==> config.mk <==
export PLATFORM = sky130hd
export DESIGN_NAME = tea_match_collector_flat
export DESIGN_NICKNAME = d
export VERILOG_FILES = /design/src/rtl/tea_pkg.sv /design/src/rtl/tea_match_collector_if.sv /design/src/rtl/tea_result_fifo.sv /design/src/rtl/tea_match_collector.sv /design/src/flat_wrapper.sv
export SDC_FILE = /design/constraint.sdc
export NUM_CORES = 1
export LEC_CHECK = 0
export CAP_MARGIN = 20
export CORE_AREA = 2 2 220 330
export DETAILED_ROUTE_END_ITERATION = 12
export DIE_AREA = 0 0 222 332
export PLACE_DENSITY = 0.86
export SETUP_SLACK_MARGIN = 0.1
export SLEW_MARGIN = 10
export SYNTH_ARGS = -nofsm -noshare
export SYNTH_HDL_FRONTEND = slang
export SYNTH_SLANG_ARGS = --single-unit
==> constraint.sdc <==
create_clock -name clk_i -period 12.95 [get_ports clk_i]
set_input_delay 1.9425 -clock clk_i [delete_from_list [all_inputs] [get_ports clk_i]]
set_output_delay 1.9425 -clock clk_i [all_outputs]
set_load 0.01 [all_outputs]
==> src/rtl/tea_pkg.sv <==
// Shared widths and FSM encoding for the TEA key-search tail stage.
package tea_pkg;

  localparam int unsigned TEA_BLOCK_W = 64;
  localparam int unsigned TEA_KEY_W   = 128;
  localparam int unsigned LFSR_W      = 31;
  localparam int unsigned RESULT_W    = LFSR_W + TEA_KEY_W;
  localparam int unsigned CNT_W       = 32;

  localparam logic [1:0] ST_IDLE   = 2'd0;
  localparam logic [1:0] ST_SEARCH = 2'd1;
  localparam logic [1:0] ST_DRAIN  = 2'd2;
  localparam logic [1:0] ST_DONE   = 2'd3;

  typedef enum logic [1:0] {
    StIdle   = ST_IDLE,
    StSearch = ST_SEARCH,
    StDrain  = ST_DRAIN,
    StDone   = ST_DONE
  } state_e;

endpackage

==> src/rtl/tea_match_collector_if.sv <==
// Control, candidate-stream and result-stream signals of the match collector.
interface tea_match_collector_if;
  import tea_pkg::*;

  logic                   start;
  logic [CNT_W-1:0]       max_count;
  logic [TEA_BLOCK_W-1:0] expected_plain;
  logic                   in_valid;
  logic [TEA_BLOCK_W-1:0] in_data;
  logic [LFSR_W-1:0]      in_lfsr_state;
  logic [TEA_KEY_W-1:0]   in_key;
  logic                   busy;
  logic                   done;
  logic [CNT_W-1:0]       tested;
  logic                   res_valid;
  logic [LFSR_W-1:0]      res_lfsr;
  logic [TEA_KEY_W-1:0]   res_key;
  logic                   res_pop;
  logic                   overflow;

  modport master (
    output start, max_count, expected_plain, in_valid, in_data, in_lfsr_state, in_key, res_pop,
    input  busy, done, tested, res_valid, res_lfsr, res_key, overflow
  );

  modport slave (
    input  start, max_count, expected_plain, in_valid, in_data, in_lfsr_state, in_key, res_pop,
    output busy, done, tested, res_valid, res_lfsr, res_key, overflow
  );

endinterface

==> src/rtl/tea_result_fifo.sv <==
// Synchronous first-word-fall-through FIFO for matching {lfsr,key} results.
module tea_result_fifo #(
  parameter int unsigned Depth = 4,
  parameter int unsigned Width = 159
) (
  input  logic             clk_i,
  input  logic             reset_i,
  input  logic             clear_i,
  input  logic             push_i,
  input  logic [Width-1:0] data_i,
  input  logic             pop_i,
  output logic [Width-1:0] data_o,
  output logic             full_o,
  output logic             empty_o
);

  localparam int unsigned AW = (Depth > 1) ? $clog2(Depth) : 1;

  // Extra MSB on each pointer distinguishes full from empty.
  logic [AW:0]      wptr_q, wptr_d, rptr_q, rptr_d;
  logic [Width-1:0] mem_q [Depth];
  logic             push_ok, pop_ok;

  assign empty_o = (wptr_q == rptr_q);
  assign full_o  = (wptr_q[AW] != rptr_q[AW]) && (wptr_q[AW-1:0] == rptr_q[AW-1:0]);
  // A pop on a full FIFO frees the slot the simultaneous push needs.
  assign push_ok = push_i && (!full_o || pop_i);
  assign pop_ok  = pop_i && !empty_o;
  assign data_o  = mem_q[rptr_q[AW-1:0]];

  // Pointer next-state: clear wins over push/pop.
  always_comb begin
    wptr_d = wptr_q;
    rptr_d = rptr_q;
    if (clear_i) begin
      wptr_d = '0;
      rptr_d = '0;
    end else begin
      if (push_ok) wptr_d = wptr_q + 1'b1;
      if (pop_ok)  rptr_d = rptr_q + 1'b1;
    end
  end

  // Pointer registers.
  always_ff @(posedge clk_i) begin
    if (reset_i) begin
      wptr_q <= '0;
      rptr_q <= '0;
    end else begin
      wptr_q <= wptr_d;
      rptr_q <= rptr_d;
    end
  end

  // Storage write; contents need no reset since the pointers gate visibility.
  always_ff @(posedge clk_i) begin
    if (push_ok && !clear_i) mem_q[wptr_q[AW-1:0]] <= data_i;
  end

endmodule

==> src/rtl/tea_match_collector.sv <==
// Tail of the TEA decrypt pipeline: compares blocks to the known plaintext, counts
// candidates, buffers matches for the host and sequences the search.
module tea_match_collector
  import tea_pkg::*;
#(
  parameter int unsigned FIFO_DEPTH    = 4,
  parameter bit          STOP_ON_FIRST = 1'b0
) (
  input  logic                  clk_i,
  input  logic                  reset_i,
  tea_match_collector_if.slave  bus_io
);

  state_e                 state_q, state_d;
  logic [TEA_BLOCK_W-1:0] expected_q, expected_d;
  logic [CNT_W-1:0]       max_q, max_d;
  logic [CNT_W-1:0]       tested_q, tested_d;
  logic                   overflow_q, overflow_d;
  logic                   match_q;
  logic [RESULT_W-1:0]    cand_q;
  logic                   start_ok, stop_now, accept, last_cand;
  logic                   fifo_full, fifo_empty;
  logic [RESULT_W-1:0]    fifo_head;

  assign start_ok  = bus_io.start && (state_q == StIdle || state_q == StDone);
  // With STOP_ON_FIRST the push edge ends the search, so the candidate offered on
  // that same edge is refused rather than counted.
  assign stop_now  = STOP_ON_FIRST && match_q && (state_q == StSearch || state_q == StDrain);
  assign accept    = bus_io.in_valid && (state_q == StSearch) && !stop_now;
  assign last_cand = (({1'b0, tested_q} + 33'd1) == {1'b0, max_q});

  // Next-state for FSM, counter, latched config and sticky overflow.
  always_comb begin
    state_d    = state_q;
    expected_d = expected_q;
    max_d      = max_q;
    tested_d   = tested_q;
    overflow_d = overflow_q;
    if (match_q && fifo_full && !bus_io.res_pop) overflow_d = 1'b1;
    unique case (state_q)
      StIdle, StDone: begin
        if (bus_io.start) begin
          expected_d = bus_io.expected_plain;
          max_d      = bus_io.max_count;
          tested_d   = '0;
          overflow_d = 1'b0;
          state_d    = (bus_io.max_count == '0) ? StDrain : StSearch;
        end
      end
      StSearch: begin
        if (stop_now) begin
          state_d = StDone;
        end else if (accept) begin
          if (tested_q != {CNT_W{1'b1}}) tested_d = tested_q + 1'b1;
          if (last_cand) state_d = StDrain;
        end
      end
      StDrain: state_d = StDone;
      default: state_d = StIdle;
    endcase
  end

  // State, counter and config registers.
  always_ff @(posedge clk_i) begin
    if (reset_i) begin
      state_q    <= StIdle;
      expected_q <= '0;
      max_q      <= '0;
      tested_q   <= '0;
      overflow_q <= 1'b0;
    end else begin
      state_q    <= state_d;
      expected_q <= expected_d;
      max_q      <= max_d;
      tested_q   <= tested_d;
      overflow_q <= overflow_d;
    end
  end

  // Registered compare stage; its result is pushed one edge later.
  always_ff @(posedge clk_i) begin
    if (reset_i) begin
      match_q <= 1'b0;
      cand_q  <= '0;
    end else begin
      match_q <= accept && (bus_io.in_data == expected_q);
      cand_q  <= {bus_io.in_lfsr_state, bus_io.in_key};
    end
  end

  tea_result_fifo #(
    .Depth (FIFO_DEPTH),
    .Width (RESULT_W)
  ) u_fifo (
    .clk_i   (clk_i),
    .reset_i (reset_i),
    .clear_i (start_ok),
    .push_i  (match_q),
    .data_i  (cand_q),
    .pop_i   (bus_io.res_pop),
    .data_o  (fifo_head),
    .full_o  (fifo_full),
    .empty_o (fifo_empty)
  );

  assign bus_io.busy      = (state_q == StSearch) || (state_q == StDrain);
  assign bus_io.done      = (state_q == StDone);
  assign bus_io.tested    = tested_q;
  assign bus_io.res_valid = !fifo_empty;
  assign bus_io.res_lfsr  = fifo_head[RESULT_W-1:TEA_KEY_W];
  assign bus_io.res_key   = fifo_head[TEA_KEY_W-1:0];
  assign bus_io.overflow  = overflow_q;

endmodule

==> src/flat_wrapper.sv <==
// flat-port wrapper written by rule: the top's interface ports become plain ports
module tea_match_collector_flat import tea_pkg::*;
#(
  parameter int unsigned FIFO_DEPTH    = 4,
  parameter bit          STOP_ON_FIRST = 1'b0
)
  (clk_i, reset_i, bus_io_start, bus_io_max_count, bus_io_expected_plain, bus_io_in_valid, bus_io_in_data, bus_io_in_lfsr_state, bus_io_in_key, bus_io_res_pop, bus_io_busy, bus_io_done, bus_io_tested, bus_io_res_valid, bus_io_res_lfsr, bus_io_res_key, bus_io_overflow);
  tea_match_collector_if bus_io_i ();
  input  logic clk_i;
  input  logic reset_i;
  input wire logic [$bits(bus_io_i.start)-1:0] bus_io_start;
  input wire logic [$bits(bus_io_i.max_count)-1:0] bus_io_max_count;
  input wire logic [$bits(bus_io_i.expected_plain)-1:0] bus_io_expected_plain;
  input wire logic [$bits(bus_io_i.in_valid)-1:0] bus_io_in_valid;
  input wire logic [$bits(bus_io_i.in_data)-1:0] bus_io_in_data;
  input wire logic [$bits(bus_io_i.in_lfsr_state)-1:0] bus_io_in_lfsr_state;
  input wire logic [$bits(bus_io_i.in_key)-1:0] bus_io_in_key;
  input wire logic [$bits(bus_io_i.res_pop)-1:0] bus_io_res_pop;
  output wire logic [$bits(bus_io_i.busy)-1:0] bus_io_busy;
  output wire logic [$bits(bus_io_i.done)-1:0] bus_io_done;
  output wire logic [$bits(bus_io_i.tested)-1:0] bus_io_tested;
  output wire logic [$bits(bus_io_i.res_valid)-1:0] bus_io_res_valid;
  output wire logic [$bits(bus_io_i.res_lfsr)-1:0] bus_io_res_lfsr;
  output wire logic [$bits(bus_io_i.res_key)-1:0] bus_io_res_key;
  output wire logic [$bits(bus_io_i.overflow)-1:0] bus_io_overflow;
  assign bus_io_i.start = bus_io_start;
  assign bus_io_i.max_count = bus_io_max_count;
  assign bus_io_i.expected_plain = bus_io_expected_plain;
  assign bus_io_i.in_valid = bus_io_in_valid;
  assign bus_io_i.in_data = bus_io_in_data;
  assign bus_io_i.in_lfsr_state = bus_io_in_lfsr_state;
  assign bus_io_i.in_key = bus_io_in_key;
  assign bus_io_i.res_pop = bus_io_res_pop;
  assign bus_io_busy = bus_io_i.busy;
  assign bus_io_done = bus_io_i.done;
  assign bus_io_tested = bus_io_i.tested;
  assign bus_io_res_valid = bus_io_i.res_valid;
  assign bus_io_res_lfsr = bus_io_i.res_lfsr;
  assign bus_io_res_key = bus_io_i.res_key;
  assign bus_io_overflow = bus_io_i.overflow;
  tea_match_collector #(.FIFO_DEPTH(FIFO_DEPTH), .STOP_ON_FIRST(STOP_ON_FIRST)) u_core (.clk_i(clk_i), .reset_i(reset_i), .bus_io(bus_io_i));
endmodule
==> report_table.html, run 1 <==
<table>
<tr><th>Metric</th><th>Value</th></tr>
<tr><th colspan="2">Outcome</th></tr>
<tr><td>Result of the run</td><td>finished, final reports clean</td></tr>
<tr><th colspan="2">Clock network</th></tr>
<tr><td>Clock-pin slew on the worst setup and hold paths</td><td>60 ps</td></tr>
<tr><td>Number of buffers created by CTS</td><td>86</td></tr>
<tr><td>Maximum clock insertion buffer count</td><td>3</td></tr>
<tr><td># resized after CTS</td><td>0</td></tr>
<tr><td>Number of hold buffers added after CTS</td><td>0</td></tr>
<tr><td>Clock sinks</td><td>935</td></tr>
<tr><td>Clock Tree Root</td><td>sky130_fd_sc_hd__clkbuf_16</td></tr>
<tr><td>CTS tree</td><td>done</td></tr>
<tr><td>H-tree levels</td><td>3</td></tr>
<tr><td>Post-CTS Setup Repair Bufs</td><td>0</td></tr>
<tr><td>Clock latency reported for the late side of the worst-skew pair</td><td>640 ps</td></tr>
<tr><th colspan="2">Floorplanning</th></tr>
<tr><td>Die extent in x</td><td>222 microns</td></tr>
<tr><td>Total die area</td><td>73700 sq um</td></tr>
<tr><td>Count of boundary I/O pins</td><td>519</td></tr>
<tr><td>Area of the core region</td><td>71000 sq um</td></tr>
<tr><td>Initial core utilization</td><td>0.486</td></tr>
<tr><td>Standard-cell row count</td><td>120</td></tr>
<tr><td>Y dimension of the die</td><td>332 microns</td></tr>
<tr><th colspan="2">Global route</th></tr>
<tr><td>Final global-route overflow total</td><td>0</td></tr>
<tr><td>Global-route wire length before repair</td><td>130 mm</td></tr>
<tr><td>Largest net degree at the start of global routing</td><td>127</td></tr>
<tr><td>Overall global routing resource usage</td><td>0.234</td></tr>
<tr><td>Number of global-route vias before repair</td><td>21115</td></tr>
<tr><td>Number of antenna violations at the first check in global routing</td><td>11</td></tr>
<tr><th colspan="2">Min path</th></tr>
<tr><td>Worst min-delay path category</td><td>reg2reg</td></tr>
<tr><td>Min-delay src</td><td>u_core.expected_q[30]</td></tr>
<tr><th colspan="2">STA</th></tr>
<tr><td>Final min period</td><td>5790 ps</td></tr>
<tr><td>Max Clk Rate</td><td>173 MHz</td></tr>
<tr><td>Total of endpoints with negative setup slack in the final report</td><td>0</td></tr>
<tr><td>Final setup slack of the worst path</td><td>7160 ps</td></tr>
<tr><td>Setup repair after global routing missed its margin</td><td>false</td></tr>
<tr><td>Skew final</td><td>16.1 ps</td></tr>
<tr><td>Total negative slack</td><td>0 ps</td></tr>
<tr><td>Part of the cycle the worst path needs</td><td>0.447</td></tr>
<tr><td>Slew margin rel.</td><td>0.234</td></tr>
<tr><td>Transition time of the tightest slew-check pin</td><td>1150 ps</td></tr>
<tr><td>Max Slew Vio Count</td><td>0</td></tr>
<tr><td>Hold violation total from the final report</td><td>0</td></tr>
<tr><th colspan="2">Placement</th></tr>
<tr><td>Port bufs</td><td>518</td></tr>
<tr><td>Placed instance count</td><td>3471</td></tr>
<tr><td>Area after detailed placement</td><td>40600 sq um</td></tr>
<tr><td>HPWL after detailed placement</td><td>55.9 mm</td></tr>
<tr><td>Post-placement setup slack</td><td>6840 ps</td></tr>
<tr><td>Last weighted congestion value of the routability-driven placer</td><td>0.905</td></tr>
<tr><th colspan="2">Route</th></tr>
<tr><td>Total iterations of the first detailed-routing run</td><td>5</td></tr>
<tr><td>DRT antenna net count</td><td>0</td></tr>
<tr><td>Vias per std cell</td><td>5.61</td></tr>
<tr><td>Average wire length per cell after detail routing</td><td>23.9 microns</td></tr>
<tr><td>Detailed-route via count</td><td>20425</td></tr>
<tr><td>Initial DRC count</td><td>1660</td></tr>
<tr><td>DRC violation count after routing</td><td>0</td></tr>
<tr><td>Detailed-route wire length</td><td>86.9 mm</td></tr>
<tr><th colspan="2">Flow run</th></tr>
<tr><td>Maximum Capacitance Violations</td><td>0</td></tr>
<tr><th colspan="2">Finish</th></tr>
<tr><td>Share of cells above drive strength 1</td><td>0.127</td></tr>
<tr><td>Post-route standard cell area excluding fillers</td><td>43600 sq um</td></tr>
<tr><td>Area Overhead vs Synth</td><td>26.4%</td></tr>
<tr><td>Layout filler cell count</td><td>4973</td></tr>
<tr><td>Non-filler instance count after layout</td><td>3639</td></tr>
<tr><td>Nets</td><td>2979</td></tr>
<tr><th colspan="2">Worst setup path</th></tr>
<tr><td>Worst-path fanout max</td><td>38</td></tr>
<tr><td>Arrival time worst endpoint</td><td>3850 ps</td></tr>
<tr><td>Launching point of the worst reg2reg path</td><td>u_core.state_q[0]</td></tr>
<tr><td>Worst endpoint required time</td><td>11010 ps</td></tr>
<tr><td>Critical path startpoint category</td><td>flop</td></tr>
<tr><td>Critical path capture point type</td><td>primary output</td></tr>
<tr><td>Type of the setup path with the least slack</td><td>reg2out</td></tr>
<tr><th colspan="2">Synthesis</th></tr>
<tr><td>Leading register cell type out of synthesis</td><td>sky130_fd_sc_hd__edfxtp_1</td></tr>
<tr><td>Post-synth EDFFs</td><td>636</td></tr>
<tr><td>Gate Count Post-Synth</td><td>2139</td></tr>
<tr><td>Post-synthesis sequential area ratio</td><td>0.727</td></tr>
<tr><td>Synth unique cells</td><td>58</td></tr>
<tr><td>Flop and latch count out of synthesis</td><td>935</td></tr>
<tr><td>Ys async rst share</td><td>0</td></tr>
<tr><td>Total nets after synthesis</td><td>2472</td></tr>
<tr><td>Synthesis warning total</td><td>0</td></tr>
<tr><td>Netlist area before placement</td><td>34500 sq um</td></tr>
<tr><td>Syn Area/Cell</td><td>16.1 sq um</td></tr>
<tr><th colspan="2">Power and ir drop</th></tr>
<tr><td>Pleak</td><td>15.3 nW</td></tr>
<tr><td>Overall power of the completed layout</td><td>6.54 mW</td></tr>
<tr><td>Maximum vdd ir drop</td><td>152 uV</td></tr>
<tr><td>Pwr/cell area</td><td>150 nW/um^2</td></tr>
</table>
## path summary, 6_finish.rpt
check	slack (ps)	cells after the start	to
worst min-delay path	470	2	u_core.expected_q[30]
worst max register to register	8530	7	u_core.u_fifo.mem_q[1][146]
worst min register to register	470	2	u_core.expected_q[30]
worst max-delay path	7160	4	bus_io_res_key[47]
## power breakdown
part	internal (mW)	leakage, nW	total [mW]	switching, mW
combinational	0.239	4.73	0.550	0.310
sequential	3.27	9.09	3.35	0.0804
clock	1.52	1.45	2.64	1.12
## metrics by stage
stage	hold WS (ps)	util
3_3_place_gp	443	0.571
5_1_grt	487	0.614
2_1_floorplan	438	-
3_5_place_dp	457	0.571
4_1_cts	471	0.613
6_report	469	0.614
## synthesized netlist by cell type (all sizes together) (6+ instances only)
library cell	instances	area [sq um]
a21o	6	45.0
a21oi	139	696
buf	43	193
clkbuf	80	303
dfxtp	299	5990
edfxtp	636	19100
ha	9	113
inv	9	33.8
mux4	159	3580
nand2	226	848
nand2b	9	56.3
nand3	15	87.6
nand4	28	175
nor2	44	165
nor2b	161	1010
nor3	14	70.1
nor4	34	213
o21ai	29	145
or3	10	62.6
or4	8	63.8
xnor2	49	429
xor2	63	552
## critical path, stage by stage, from the launching register on
cell and delay, ps:
sky130_fd_sc_hd__dfxtp_4 730, sky130_fd_sc_hd__buf_4 530, sky130_fd_sc_hd__buf_4 690, sky130_fd_sc_hd__mux4_2 630
sky130_fd_sc_hd__clkdlybuf4s50_1 540
## registers in the layout, indices dropped and copies added, names as in the netlist, named ones only
register,count
u_core.bus_io.overflow,1
u_core.bus_io.tested,32
u_core.cand_q,159
u_core.expected_q,64
u_core.match_q,1
u_core.max_q,32
u_core.state_q,2
u_core.u_fifo.mem_q,636
u_core.u_fifo.rptr_q,3
u_core.u_fifo.wptr_q,3
## routing by layer
layer  global-route usage  wire [microns]  up-vias
met1                0.275           32000    10164
li1                     -               -     9041
met2                0.407           44600     1048
met3               0.0562            6740      164
met4                0.106            3530        8
met5                    0              60        -
## final cells by class
type	instances	area [sq um]	area share
multi-input cells	1072	8910	0.204
well taps	915	1140	0.0263
clock inverters	50	604	0.0139
repair buffers	542	5430	0.125
clock buffers	109	2380	0.0546
diodes	7	17.5	0.000402
inverters	9	33.8	0.000775
flip-flops and latches	935	25100	0.575
## cells in the final DEF (no fill, tap or decap), types with 4 or more instances in the layout
master | netlist | layout
sky130_fd_sc_hd__nor2_1 | 44 | 44
sky130_fd_sc_hd__a31oi_1 | 5 | 5
sky130_fd_sc_hd__buf_4 | 4 | 21
sky130_fd_sc_hd__nand3_1 | 14 | 14
sky130_fd_sc_hd__clkbuf_1 | 78 | 11
sky130_fd_sc_hd__a21oi_1 | 139 | 139
sky130_fd_sc_hd__xnor2_1 | 49 | 49
sky130_fd_sc_hd__mux4_2 | 159 | 159
sky130_fd_sc_hd__bufinv_16 | 0 | 10
sky130_fd_sc_hd__nand2_1 | 226 | 225
sky130_fd_sc_hd__clkbuf_8 | 0 | 10
sky130_fd_sc_hd__mux2i_1 | 5 | 5
sky130_fd_sc_hd__clkinv_1 | 0 | 5
sky130_fd_sc_hd__nand4_1 | 28 | 28
sky130_fd_sc_hd__and4_1 | 5 | 5
sky130_fd_sc_hd__o21ai_0 | 28 | 28
sky130_fd_sc_hd__and3_1 | 5 | 5
sky130_fd_sc_hd__clkbuf_16 | 0 | 88
sky130_fd_sc_hd__nand2b_1 | 9 | 9
sky130_fd_sc_hd__edfxtp_1 | 636 | 636
sky130_fd_sc_hd__nor2b_1 | 161 | 161
sky130_fd_sc_hd__inv_1 | 9 | 9
sky130_fd_sc_hd__clkdlybuf4s50_1 | 0 | 517
sky130_fd_sc_hd__nor4_1 | 34 | 33
sky130_fd_sc_hd__nor3b_1 | 4 | 4
sky130_fd_sc_hd__nor3_1 | 14 | 13
sky130_fd_sc_hd__clkinv_2 | 0 | 16
sky130_fd_sc_hd__clkinvlp_4 | 0 | 8
sky130_fd_sc_hd__ha_1 | 9 | 9
sky130_fd_sc_hd__diode_2 | 0 | 7
sky130_fd_sc_hd__or3_1 | 10 | 10
sky130_fd_sc_hd__a21o_1 | 6 | 6
sky130_fd_sc_hd__or4_1 | 7 | 7
sky130_fd_sc_hd__xor2_1 | 63 | 63
sky130_fd_sc_hd__dfxtp_1 | 299 | 297
## cell families (layout without fill, tap and decap cells)
logic type                 Yosys count  after routing  synth area share
other                                0              7                 0
adders and majority gates            9              9           0.00326
AOI/OAI and AO/OA                  200            200            0.0315
DFF                                935            935             0.727
and+or+nand+nor                    584            584            0.0878
buffers and inverters              132            710            0.0153
muxes                              167            167             0.106
xor gates and xnor gates           112            112            0.0284
No activity file was read; power rests on OpenSTA's default activity.
==> inputs of run 2 (changes only) <==
--- a/config.mk
+++ b/config.mk
@@ -6,10 +6,10 @@
 export NUM_CORES = 1
 export LEC_CHECK = 0
 export CAP_MARGIN = 20
-export CORE_AREA = 2 2 220 330
+export CORE_AREA = 2 2 210 315
 export DETAILED_ROUTE_END_ITERATION = 12
-export DIE_AREA = 0 0 222 332
-export PLACE_DENSITY = 0.86
+export DIE_AREA = 0 0 212 317
+export PLACE_DENSITY = 0.89
 export SETUP_SLACK_MARGIN = 0.1
 export SLEW_MARGIN = 10
 export SYNTH_ARGS = -nofsm -noshare
==> constraint.sdc (replaced) <==
create_clock -name clk_i -period 5.8 [get_ports clk_i]
set_input_delay 0.87 -clock clk_i [delete_from_list [all_inputs] [get_ports clk_i]]
set_output_delay 0.87 -clock clk_i [all_outputs]
set_load 0.01 [all_outputs]
==> report_table.html, run 2 (synthesis gave the netlist of run 1 again) <==
<table>
<tr><th>Metric</th><th>Value</th></tr>
<tr><th colspan="2">Global route</th></tr>
<tr><td>Largest net degree at the start of global routing</td><td>160 (was 127)</td></tr>
<tr><td>Global-route wire length before repair</td><td>130 mm (about the same)</td></tr>
<tr><td>Number of global-route vias before repair</td><td>21153 (was 21115)</td></tr>
<tr><td>Overall global routing resource usage</td><td>0.260 (was 0.234)</td></tr>
<tr><td>Final global-route overflow total</td><td>0 (unchanged)</td></tr>
<tr><td>Number of antenna violations at the first check in global routing</td><td>10 (was 11)</td></tr>
<tr><th colspan="2">STA</th></tr>
<tr><td>Part of the cycle the worst path needs</td><td>0.724</td></tr>
<tr><td>Max Clk Rate</td><td>238 MHz</td></tr>
<tr><td>Skew final</td><td>23.2 ps (was 16.1 ps)</td></tr>
<tr><td>Transition time of the tightest slew-check pin</td><td>1370 ps (was 1150 ps)</td></tr>
<tr><td>Setup repair after global routing missed its margin</td><td>false (unchanged)</td></tr>
<tr><td>Total of endpoints with negative setup slack in the final report</td><td>0 (unchanged)</td></tr>
<tr><td>Final min period</td><td>4200 ps</td></tr>
<tr><td>Slew margin rel.</td><td>0.0862 (was 0.234)</td></tr>
<tr><td>Total negative slack</td><td>0 ps (unchanged)</td></tr>
<tr><td>Max Slew Vio Count</td><td>0 (unchanged)</td></tr>
<tr><td>Hold Slack</td><td>465 ps (was 469 ps)</td></tr>
<tr><td>Hold violation total from the final report</td><td>0 (unchanged)</td></tr>
<tr><th colspan="2">Floorplanning</th></tr>
<tr><td>Count of boundary I/O pins</td><td>519 (unchanged)</td></tr>
<tr><td>Y dimension of the die</td><td>317 microns (was 332 microns)</td></tr>
<tr><td>Area of the core region</td><td>64300 sq um (was 71000 sq um)</td></tr>
<tr><td>Initial core utilization</td><td>0.536 (was 0.486)</td></tr>
<tr><td>Standard-cell row count</td><td>114 (was 120)</td></tr>
<tr><td>Die extent in x</td><td>212 microns (was 222 microns)</td></tr>
<tr><td>Total die area</td><td>67200 sq um (was 73700 sq um)</td></tr>
<tr><th colspan="2">Worst setup path</th></tr>
<tr><td>Critical path startpoint category</td><td>flop (unchanged)</td></tr>
<tr><td>Arrival time worst endpoint</td><td>3330 ps (was 3850 ps)</td></tr>
<tr><td>Setup slack on the worst flop-to-flop path</td><td>1800 ps (was 8530 ps)</td></tr>
<tr><td>Worst-path fanout max</td><td>52 (was 38)</td></tr>
<tr><td>R2R Path End</td><td>u_core.bus_io.tested[11] (was u_core.u_fifo.mem_q[1][146])</td></tr>
<tr><td>Stage delay of the slowest cell on the critical path</td><td>1010 ps (was 730 ps)</td></tr>
<tr><td>Critical path capture point type</td><td>primary output (unchanged)</td></tr>
<tr><td>Slowest stage cell, crit path</td><td>sky130_fd_sc_hd__dfxtp_4 (unchanged)</td></tr>
<tr><td>Crit-path leading delay family</td><td>buffers and inverters (unchanged)</td></tr>
<tr><td>Type of the setup path with the least slack</td><td>reg2out (unchanged)</td></tr>
<tr><td>Launching point of the worst reg2reg path</td><td>u_core.bus_io.tested[0] (was u_core.state_q[0])</td></tr>
<tr><td>Number of buffers and inverters on the critical path</td><td>2 (was 3)</td></tr>
<tr><td>Cells along the critical path</td><td>buf_12 -&gt; mux4_2 -&gt; clkdlybuf4s50_1 (was buf_4 -&gt; buf_4 -&gt; mux4_2 -&gt; clkdlybuf4s50_1)</td></tr>
<tr><td>R2R depth</td><td>9 (was 7)</td></tr>
<tr><td>Worst endpoint required time</td><td>4930 ps (was 11010 ps)</td></tr>
<tr><th colspan="2">Clock network</th></tr>
<tr><td>Post-CTS Setup Repair Bufs</td><td>0 (unchanged)</td></tr>
<tr><td>Clock latency reported for the late side of the worst-skew pair</td><td>640 ps (about the same)</td></tr>
<tr><td>Clock Tree Root</td><td>sky130_fd_sc_hd__clkbuf_16 (unchanged)</td></tr>
<tr><td>Clock-pin slew on the worst setup and hold paths</td><td>60 ps (about the same)</td></tr>
<tr><td>Clock sinks</td><td>935 (unchanged)</td></tr>
<tr><td>Number of hold buffers added after CTS</td><td>0 (unchanged)</td></tr>
<tr><td># resized after CTS</td><td>0 (unchanged)</td></tr>
<tr><td>CTS tree</td><td>done (unchanged)</td></tr>
<tr><td>Maximum clock insertion buffer count</td><td>3 (unchanged)</td></tr>
<tr><td>H-tree levels</td><td>3 (unchanged)</td></tr>
<tr><td>Number of buffers created by CTS</td><td>85 (was 86)</td></tr>
<tr><th colspan="2">Power and ir drop</th></tr>
<tr><td>Flop pwr share</td><td>0.515 (was 0.513)</td></tr>
<tr><td>Pleak</td><td>15.2 nW (was 15.3 nW)</td></tr>
<tr><td>Switching power as a share of total power</td><td>0.234 (was 0.231)</td></tr>
<tr><td>Clock Power Share</td><td>0.400 (was 0.403)</td></tr>
<tr><td>Cell-internal power</td><td>11.1 mW (was 5.03 mW)</td></tr>
<tr><td>Maximum vdd ir drop</td><td>248 uV (was 152 uV)</td></tr>
<tr><td>Part of the total power dissipated in combinational logic</td><td>0.085 (was 0.084)</td></tr>
<tr><td>Overall power of the completed layout</td><td>14.5 mW (was 6.54 mW)</td></tr>
<tr><td>Pwr/cell area</td><td>334 nW/um^2 (was 150 nW/um^2)</td></tr>
<tr><td>Net switching power figure</td><td>3.40 mW (was 1.51 mW)</td></tr>
<tr><th colspan="2">Route</th></tr>
<tr><td>Top Layer Used</td><td>met5 (unchanged)</td></tr>
<tr><td>DRC violation count after routing</td><td>0 (unchanged)</td></tr>
<tr><td>Detailed-route via count</td><td>20780 (was 20425)</td></tr>
<tr><td>Total iterations of the first detailed-routing run</td><td>5 (unchanged)</td></tr>
<tr><td>DRT antenna net count</td><td>0 (unchanged)</td></tr>
<tr><td>Length of routed met3 wiring</td><td>7.53 mm (was 6.74 mm)</td></tr>
<tr><td>Detailed-route wire length</td><td>90.2 mm (was 86.9 mm)</td></tr>
<tr><td>Amount of wire on met2 after detailed routing</td><td>45.6 mm (was 44.6 mm)</td></tr>
<tr><td>Average wire length per cell after detail routing</td><td>25.1 microns (was 23.9 microns)</td></tr>
<tr><td>Initial DRC count</td><td>1848 (was 1660)</td></tr>
<tr><td>Total routed wire length on the met1 layer</td><td>32.0 mm (about the same)</td></tr>
<tr><td>Vias per std cell</td><td>5.79 (was 5.61)</td></tr>
<tr><th colspan="2">Finish</th></tr>
<tr><td>Layout filler cell count</td><td>4114 (was 4973)</td></tr>
<tr><td>Area Overhead vs Synth</td><td>26.0% (was 26.4%)</td></tr>
<tr><td>Max reg flops</td><td>636 (unchanged)</td></tr>
<tr><td>Nets</td><td>2972 (was 2979)</td></tr>
<tr><td>Leading cell type in the layout, fill and taps excluded</td><td>sky130_fd_sc_hd__edfxtp_1 (unchanged)</td></tr>
<tr><td>Non-filler instance count after layout</td><td>3587 (was 3639)</td></tr>
<tr><td>Post-route standard cell area excluding fillers</td><td>43400 sq um (was 43600 sq um)</td></tr>
<tr><td>Share of cells above drive strength 1</td><td>0.122 (was 0.127)</td></tr>
<tr><td>Commonest cells after routing, fill and taps aside</td><td>sky130_fd_sc_hd__edfxtp_1, sky130_fd_sc_hd__clkdlybuf4s50_1, sky130_fd_sc_hd__dfxtp_1, sky130_fd_sc_hd__nand2_1, sky130_fd_sc_hd__nor2b_1 (unchanged)</td></tr>
<tr><th colspan="2">Min path</th></tr>
<tr><td>Cell count of the worst hold path</td><td>0 (was 2)</td></tr>
<tr><td>Min-delay src</td><td>u_core.cand_q[3] (was u_core.expected_q[30])</td></tr>
<tr><td>Worst min-delay path category</td><td>reg2reg (unchanged)</td></tr>
<tr><td>Hold Path Sink</td><td>u_core.u_fifo.mem_q[3][3] (was u_core.expected_q[30])</td></tr>
<tr><th colspan="2">Placement</th></tr>
<tr><td>Last weighted congestion value of the routability-driven placer</td><td>0.941 (was 0.905)</td></tr>
<tr><td>HPWL after detailed placement</td><td>55.2 mm (was 55.9 mm)</td></tr>
<tr><td>Placed instance count</td><td>3422 (was 3471)</td></tr>
<tr><td>Area after detailed placement</td><td>40500 sq um (was 40600 sq um)</td></tr>
<tr><td>Port bufs</td><td>518 (unchanged)</td></tr>
<tr><th colspan="2">Outcome</th></tr>
<tr><td>Result of the run</td><td>finished, final reports clean (unchanged)</td></tr>
<tr><th colspan="2">Flow run</th></tr>
<tr><td>Maximum Capacitance Violations</td><td>0 (unchanged)</td></tr>
</table>
## run 2: changes by cell type in the layout (fill, tap and decap cells not counted), sizes merged
cell / before / now
clkinv: 26 / 20
clkbuf: 109 / 118
buf: 25 / 19
bufinv: 10 / 9
clkinvlp: 8 / 4
inv: 15 / 16
## run 2: through the flow
step / setup slack (ps) / utilization
CTS: 1450 / 0.675
finish: 1600 / 0.675
global placement: 1950 / 0.630
floorplan: 143 / -
global route: 1360 / 0.675
detailed placement: 1860 / 0.630
## run 2: how the worst max path moves through the flow
stage                                        from                        end  slack, ps  cells after the start
after floorplan                      bus_io_start  u_core.u_fifo.mem_q[3][0]        140                      4
final                                        flop         bus_io_res_key[13]       1600                      3
after CTS                                    flop         bus_io_res_key[13]       1450                      3
after detailed placement  u_core.bus_io.tested[0]   u_core.bus_io.tested[11]       1860                      9
after global placement    u_core.bus_io.tested[0]   u_core.bus_io.tested[26]       1950                      9
after global routing                         flop        bus_io_res_key[121]       1360                      3
## run 2: layer usage
| layer | GRT usage | vias up |
|---|---|---|
| met3 | 0.0595 | 212 |
| met1 | 0.306 | 10348 |
| met5 | 0 | - |
| met4 | 0.129 | 6 |
| li1 | - | 9029 |
| met2 | 0.451 | 1185 |
## run 2: cell type report
type	instances	area [sq um]	area share
multi-input combinational	1072	8910	0.205
clock inverter	40	514	0.0118
timing repair buffer	536	5430	0.125
inverter	9	33.8	0.000778
antenna	7	17.5	0.000403
tap	870	1090	0.0251
clock buffer	118	2360	0.0544
sequential	935	25100	0.578
## run 2: worst reg2reg max path, stage by stage (launching register included)
cell,delay [ps]
sky130_fd_sc_hd__dfxtp_1,490
sky130_fd_sc_hd__ha_1,390
sky130_fd_sc_hd__nand3_4,140
sky130_fd_sc_hd__or4_1,720
sky130_fd_sc_hd__or4_4,630
sky130_fd_sc_hd__o21bai_1,290
sky130_fd_sc_hd__or2_2,700
sky130_fd_sc_hd__o21ai_0,230
sky130_fd_sc_hd__a21oi_1,200
sky130_fd_sc_hd__nor2_1,50
## run 2: power by group through the flow
stage	sequential (mW)	clock, mW	combinational (mW)
6_report	7.49	5.81	1.24
3_3_place_gp	7.60	0	1.19
4_1_cts	7.48	5.88	1.23
5_1_grt	7.50	6.14	1.34
3_5_place_dp	7.62	0	1.22
2_1_floorplan	7.56	0	0.730
